--- config.mk ---
export PLATFORM = sky130hd
export DESIGN_NAME = io_terminal
export DESIGN_NICKNAME = d
export VERILOG_FILES = /design/src/rtl/io_pkg.sv /design/src/rtl/io_fifo.sv /design/src/rtl/io_terminal.sv
export SDC_FILE = /design/constraint.sdc
export NUM_CORES = 1
export LEC_CHECK = 0
export ABC_AREA = 1
export BUFFER_PORTS_ARGS = -buffer_cell sky130_fd_sc_hd__buf_2
export CAP_MARGIN = 20
export CORE_MARGIN = 4
export CORE_UTILIZATION = 56
export CTS_CLUSTER_DIAMETER = 150
export DETAILED_ROUTE_END_ITERATION = 6
export PLACE_DENSITY_LB_ADDON = 0.08
export SLEW_MARGIN = 20
export SYNTH_ARGS = -nofsm -noshare
export SYNTH_HDL_FRONTEND = slang
export SYNTH_HIERARCHICAL = 1
export SYNTH_SLANG_ARGS = --single-unit
--- constraint.sdc ---
create_clock -name clk -period 2 [get_ports clk]
set_input_delay 0.2 -clock clk [delete_from_list [all_inputs] [get_ports clk]]
set_output_delay 0.2 -clock clk [all_outputs]
set_load 0.02 [all_outputs]
--- src/rtl/io_pkg.sv ---
// Shared constants and types for the basic computer's I/O terminal.
package io_pkg;

  localparam int CHAR_W        = 8;
  localparam int DEF_IN_DEPTH  = 4;
  localparam int DEF_OUT_DELAY = 8;

  typedef enum logic [1:0] {
    IDLE,
    DELAY,
    SEND
  } out_state_t;

endpackage

--- src/rtl/io_fifo.sv ---
// Small synchronous FIFO used as the keyboard character buffer.
// The head entry is visible on dout whenever the FIFO is not empty.
module io_fifo
  import io_pkg::*;
#(
  parameter int WIDTH = CHAR_W,
  parameter int DEPTH = DEF_IN_DEPTH
) (
  input  logic                     clk,
  input  logic                     reset_n,
  input  logic                     push,
  input  logic [WIDTH-1:0]         din,
  input  logic                     pop,
  output logic [WIDTH-1:0]         dout,
  output logic                     full,
  output logic                     empty,
  output logic [$clog2(DEPTH):0]   count
);

  localparam int AW = $clog2(DEPTH);

  logic [WIDTH-1:0] mem [DEPTH];
  logic [AW-1:0]    wr_ptr;
  logic [AW-1:0]    rd_ptr;
  logic             do_push;
  logic             do_pop;

  assign do_push = push & ~full;
  assign do_pop  = pop & ~empty;
  assign full    = (count == (AW + 1)'(DEPTH));
  assign empty   = (count == '0);
  assign dout    = mem[rd_ptr];

  // Storage array: written only on an accepted push, no reset needed.
  always_ff @(posedge clk) begin
    if (do_push) mem[wr_ptr] <= din;
  end

  // Pointers wrap naturally because DEPTH is a power of two; a push and a
  // pop on the same edge leave the occupancy unchanged.
  always_ff @(posedge clk or negedge reset_n) begin
    if (!reset_n) begin
      wr_ptr <= '0;
      rd_ptr <= '0;
      count  <= '0;
    end else begin
      if (do_push) wr_ptr <= wr_ptr + 1'b1;
      if (do_pop)  rd_ptr <= rd_ptr + 1'b1;
      case ({do_push, do_pop})
        2'b10:   count <= count + 1'b1;
        2'b01:   count <= count - 1'b1;
        default: count <= count;
      endcase
    end
  end

endmodule

--- src/rtl/io_terminal.sv ---
// Device end of the INPR/FGI and OUTR/FGO handshake: a buffered keyboard
// input path and a delayed printer output path, independent of each other.
module io_terminal
  import io_pkg::*;
#(
  parameter int IN_DEPTH  = DEF_IN_DEPTH,
  parameter int OUT_DELAY = DEF_OUT_DELAY
) (
  input  logic              clk,
  input  logic              reset_n,
  input  logic [CHAR_W-1:0] kbd_data,
  input  logic              kbd_valid,
  output logic              kbd_ready,
  output logic [CHAR_W-1:0] inpr_out,
  output logic              fgi,
  input  logic              inp_exec,
  input  logic [CHAR_W-1:0] outr_in,
  input  logic              out_exec,
  output logic              fgo,
  output logic [CHAR_W-1:0] prn_data,
  output logic              prn_valid,
  input  logic              prn_ready,
  output logic              overrun
);

  localparam int CW = (OUT_DELAY > 1) ? $clog2(OUT_DELAY) : 1;
  localparam logic [CW-1:0] CNT_LOAD = CW'((OUT_DELAY > 0) ? OUT_DELAY - 1 : 0);

  logic [CHAR_W-1:0]          fifo_head;
  logic                       fifo_full;
  logic                       fifo_empty;
  logic [$clog2(IN_DEPTH):0]  fifo_count;
  logic                       unused_fifo_count;
  logic                       load;

  out_state_t                 state, state_n;
  logic [CW-1:0]              cnt, cnt_n;
  logic [CHAR_W-1:0]          prn_data_n;

  assign kbd_ready         = ~fifo_full;
  assign load              = ~fgi & ~fifo_empty;
  assign unused_fifo_count = ^fifo_count;
  assign fgo               = (state == IDLE);
  assign prn_valid         = (state == SEND);

  io_fifo #(
    .WIDTH(CHAR_W),
    .DEPTH(IN_DEPTH)
  ) u_kbd_fifo (
    .clk    (clk),
    .reset_n(reset_n),
    .push   (kbd_valid),
    .din    (kbd_data),
    .pop    (load),
    .dout   (fifo_head),
    .full   (fifo_full),
    .empty  (fifo_empty),
    .count  (fifo_count)
  );

  // INPR/FGI: load the buffer head whenever the flag is clear, INP clears it.
  always_ff @(posedge clk or negedge reset_n) begin
    if (!reset_n) begin
      inpr_out <= '0;
      fgi      <= 1'b0;
    end else if (load) begin
      inpr_out <= fifo_head;
      fgi      <= 1'b1;
    end else if (inp_exec && fgi) begin
      fgi      <= 1'b0;
    end
  end

  // Sticky error flag for INP with nothing to read or OUT while busy.
  always_ff @(posedge clk or negedge reset_n) begin
    if (!reset_n) begin
      overrun <= 1'b0;
    end else if ((inp_exec && !fgi) || (out_exec && state != IDLE)) begin
      overrun <= 1'b1;
    end
  end

  // Output FSM state, delay counter and latched printer character.
  always_ff @(posedge clk or negedge reset_n) begin
    if (!reset_n) begin
      state    <= IDLE;
      cnt      <= '0;
      prn_data <= '0;
    end else begin
      state    <= state_n;
      cnt      <= cnt_n;
      prn_data <= prn_data_n;
    end
  end

  // Next-state logic: OUT latches the char, then delay, then offer to printer.
  always_comb begin
    state_n    = state;
    cnt_n      = cnt;
    prn_data_n = prn_data;
    case (state)
      IDLE: begin
        if (out_exec) begin
          prn_data_n = outr_in;
          if (OUT_DELAY == 0) begin
            state_n = SEND;
          end else begin
            state_n = DELAY;
            cnt_n   = CNT_LOAD;
          end
        end
      end
      DELAY: begin
        if (cnt == '0) state_n = SEND;
        else           cnt_n   = cnt - 1'b1;
      end
      SEND: begin
        if (prn_ready) state_n = IDLE;
      end
      default: state_n = IDLE;
    endcase
  end

endmodule

==> results.ini <==
[floorplanning]
io-pin-count=43
row_count=25
start_util_pct=57.9
dieArea_um2=6100
fp.dieH_um=78.1
die_x_um=78.1
core_um2=4750

[setup_path]
crit_fanout=7
crit_required_ps=2220
startpoint_type=flop
cp.arrival_ps=2060
cp-startpoint=u_kbd_fifo/count[1]
criticalPathCategory=reg -> reg
reg2reg_from=u_kbd_fifo/count[1]
cp-end-kind=flop

[pwr]
switching_share_pct=38.6
clkPwrFrac_pct=22.2
combPwrFrac_pct=38.9
power_switching_uw=2010
p_int_uw=3190
leakage_uw=0.00160
power.density_nw_per_um2=1610
ir_worst_vdd_v=0.000744
seqPwrFrac_pct=39.0

[placed_design]
io_buffers=42
placed_cell_area_um2=3010
post-place-ws_ps=-12.3
routabilityCongestion=0.787
hpwl_mm=3.39
dp.cells=372

[layout]
fin_area_um2=3230
final_cell_mix=nand2_1, buf_2, inv_1, edfxtp_1, dfrtp_1
drive_gt1_share_pct=22.0
final_core_util_pct=67.9
multi_input_area_um2=806
final_common_cell=nand2_1
nFillCells=420
layout.area.seq_um2=1710
fin_nets=348
instances_no_fill=390
syn2layout_area_growth_pct=17.3
diodes=0

[logic_synthesis]
synth_cell_types=24
syn-num-nets=296
synth_seq_cells=62
seq_area_frac_synth_pct=62.2
synth_warnings=6
synthesis.area_um2=2750
synthCells=266
postSynthAreaPerCell_um2=10.4

[detailed_routing]
drtIter0Drc=106
first_pass_iters=4
drcViolationCount=0
vias_per_cell=4.88
avgRoutedWirePerCell_um=12.8
drtAntennaViolNets=0
wirelength_mm=5.00
vias=1905

[timing]
worst_slack_ps=158
min_period_over_period_pct=92.1
fmax_mhz=543
worst_slew_pin_slew_ps=800
fin_crit_ps=1840
slew_viol_final=0
setup_viol=0
hold_viol=0
rsz0062_at_grt=false
fin_hold_ws_ps=56.4
clock_skew_ps=6.34
relSlewSlack_pct=46.5

[clock_network]
clkLatencyLatePin_ps=330
h-tree-depth=3
root_buffer=clkbuf_8
cts_buffers=9
clk_pin_slew_ps=60
cts.sinks=62
cts_buffer_depth=2
cts_tree=built

[flow_run]
drv_cap=0

[run_status]
status=finished clean

[grt]
first_global_vias=1888
antenna_found_initial=0
grt_use_total_pct=18.9
grt_pass1_wl_mm=8.80
grt_max_degree=34
overflow=0

[hold_path]
hold_path.class=in -> reg
hold_path_startpoint=prn_ready

[repair_timing]
action / in CTS / in global routing
hold buffers: 1 / 0
endpoints found under the hold margin: 30 / 0
gates resized for setup: 0 / 0
buffers inserted: 1 / 0
endpoints found under the setup margin: 1 / 0
[state kept, by name, indices dropped and copies added, names as in the netlist]
name / count
u_kbd_fifo/mem: 32
inpr_out: 8
prn_data: 8
cnt: 3
u_kbd_fifo/count: 3
state: 2
u_kbd_fifo/rd_ptr: 2
u_kbd_fifo/wr_ptr: 2
fgi: 1
overrun: 1
[power by group through the flow]
stage	clock network (µW)	registers, µW	logic [µW]
finish	1150	2030	2020
global route	1260	2080	2340
CTS	1180	2030	2050
detailed placement	0	2050	2020
global placement	0	2030	1970
floorplan	0	2190	1370
[metal layers]
layer / vias to the layer above / part of all wire, % / track usage [%]
met1: 892 / 48 / 25.6
met4: 0 / 1.2 / 7.87
met5: - / 0 / 0
met3: 8 / 4.8 / 5.96
li1: 969 / - / -
met2: 36 / 46 / 28.3
[synthesized netlist by cell type, drive strengths merged]
library cell | instances | area, µm²
nor2 | 9 | 48.8
fa | 1 | 20.0
o211ai | 16 | 120
nand4 | 1 | 6.26
buf | 7 | 65.1
nand2 | 89 | 344
xnor2 | 1 | 8.76
dfrtp | 30 | 751
ha | 7 | 87.6
nand3 | 25 | 140
o31ai | 1 | 7.51
o21ai | 2 | 10.0
a21oi | 1 | 5.00
edfxtp | 32 | 961
clkbuf | 1 | 13.8
inv | 42 | 158
nand3b | 1 | 7.51
[layout make-up]
| type | count | share of cell area, % |
|---|---|---|
| Multi-Input combinational cell | 154 | 24.9 |
| Inverter | 42 | 4.88 |
| Clock inverter | 4 | 2.21 |
| Clock buffer | 12 | 4.18 |
| Tap cell | 67 | 2.59 |
| Sequential cell | 62 | 53.0 |
| Timing Repair Buffer | 49 | 8.21 |
[worst max-delay path: stages, from the launching register on]
cell and delay, ps:
dfrtp_1 380, inv_1 90, buf_4 130, nand3_2 130, nand2_4 120, ha_1 170
inv_1 60, fa_1 370, nand2_1 100, nand3_1 70, nand2_1 50, nand2_1 50
[stage by stage]
stage / TNS [ps] / total power (µW)
6_report: 0 / 5200
4_1_cts: 0 / 5260
3_3_place_gp: 0 / 4010
2_1_floorplan: 0 / 3560
3_5_place_dp: -12.3 / 4070
5_1_grt: 0 / 5680
[final timing paths]
check / slack, ps / depth (start not counted) / to
max: 160 / 11 / u_kbd_fifo/count[2]
min in group asynchronous: 440 / 2 / inpr_out[1]
min reg2reg: 470 / 2 / prn_data[5]
min: 60 / 2 / state[1]
max in group asynchronous: 1120 / 2 / prn_data[7]
max reg2reg: 160 / 11 / u_kbd_fifo/count[2]
[logic make-up (layout without fill, tap and decap cells)]
| family | after synthesis | after routing | share of synthesized area [%] |
|---|---|---|---|
| AO/OA/AOI/OAI | 20 | 20 | 5.18 |
| XOR/XNOR | 1 | 1 | 0.318 |
| adder cells (fa/ha/maj) | 8 | 8 | 3.91 |
| buffers and inverters | 50 | 107 | 8.59 |
| flip-flops | 62 | 62 | 62.2 |
| AND/OR/NAND/NOR | 125 | 125 | 19.9 |
Note: power is estimated with default switching activity, not from simulation.
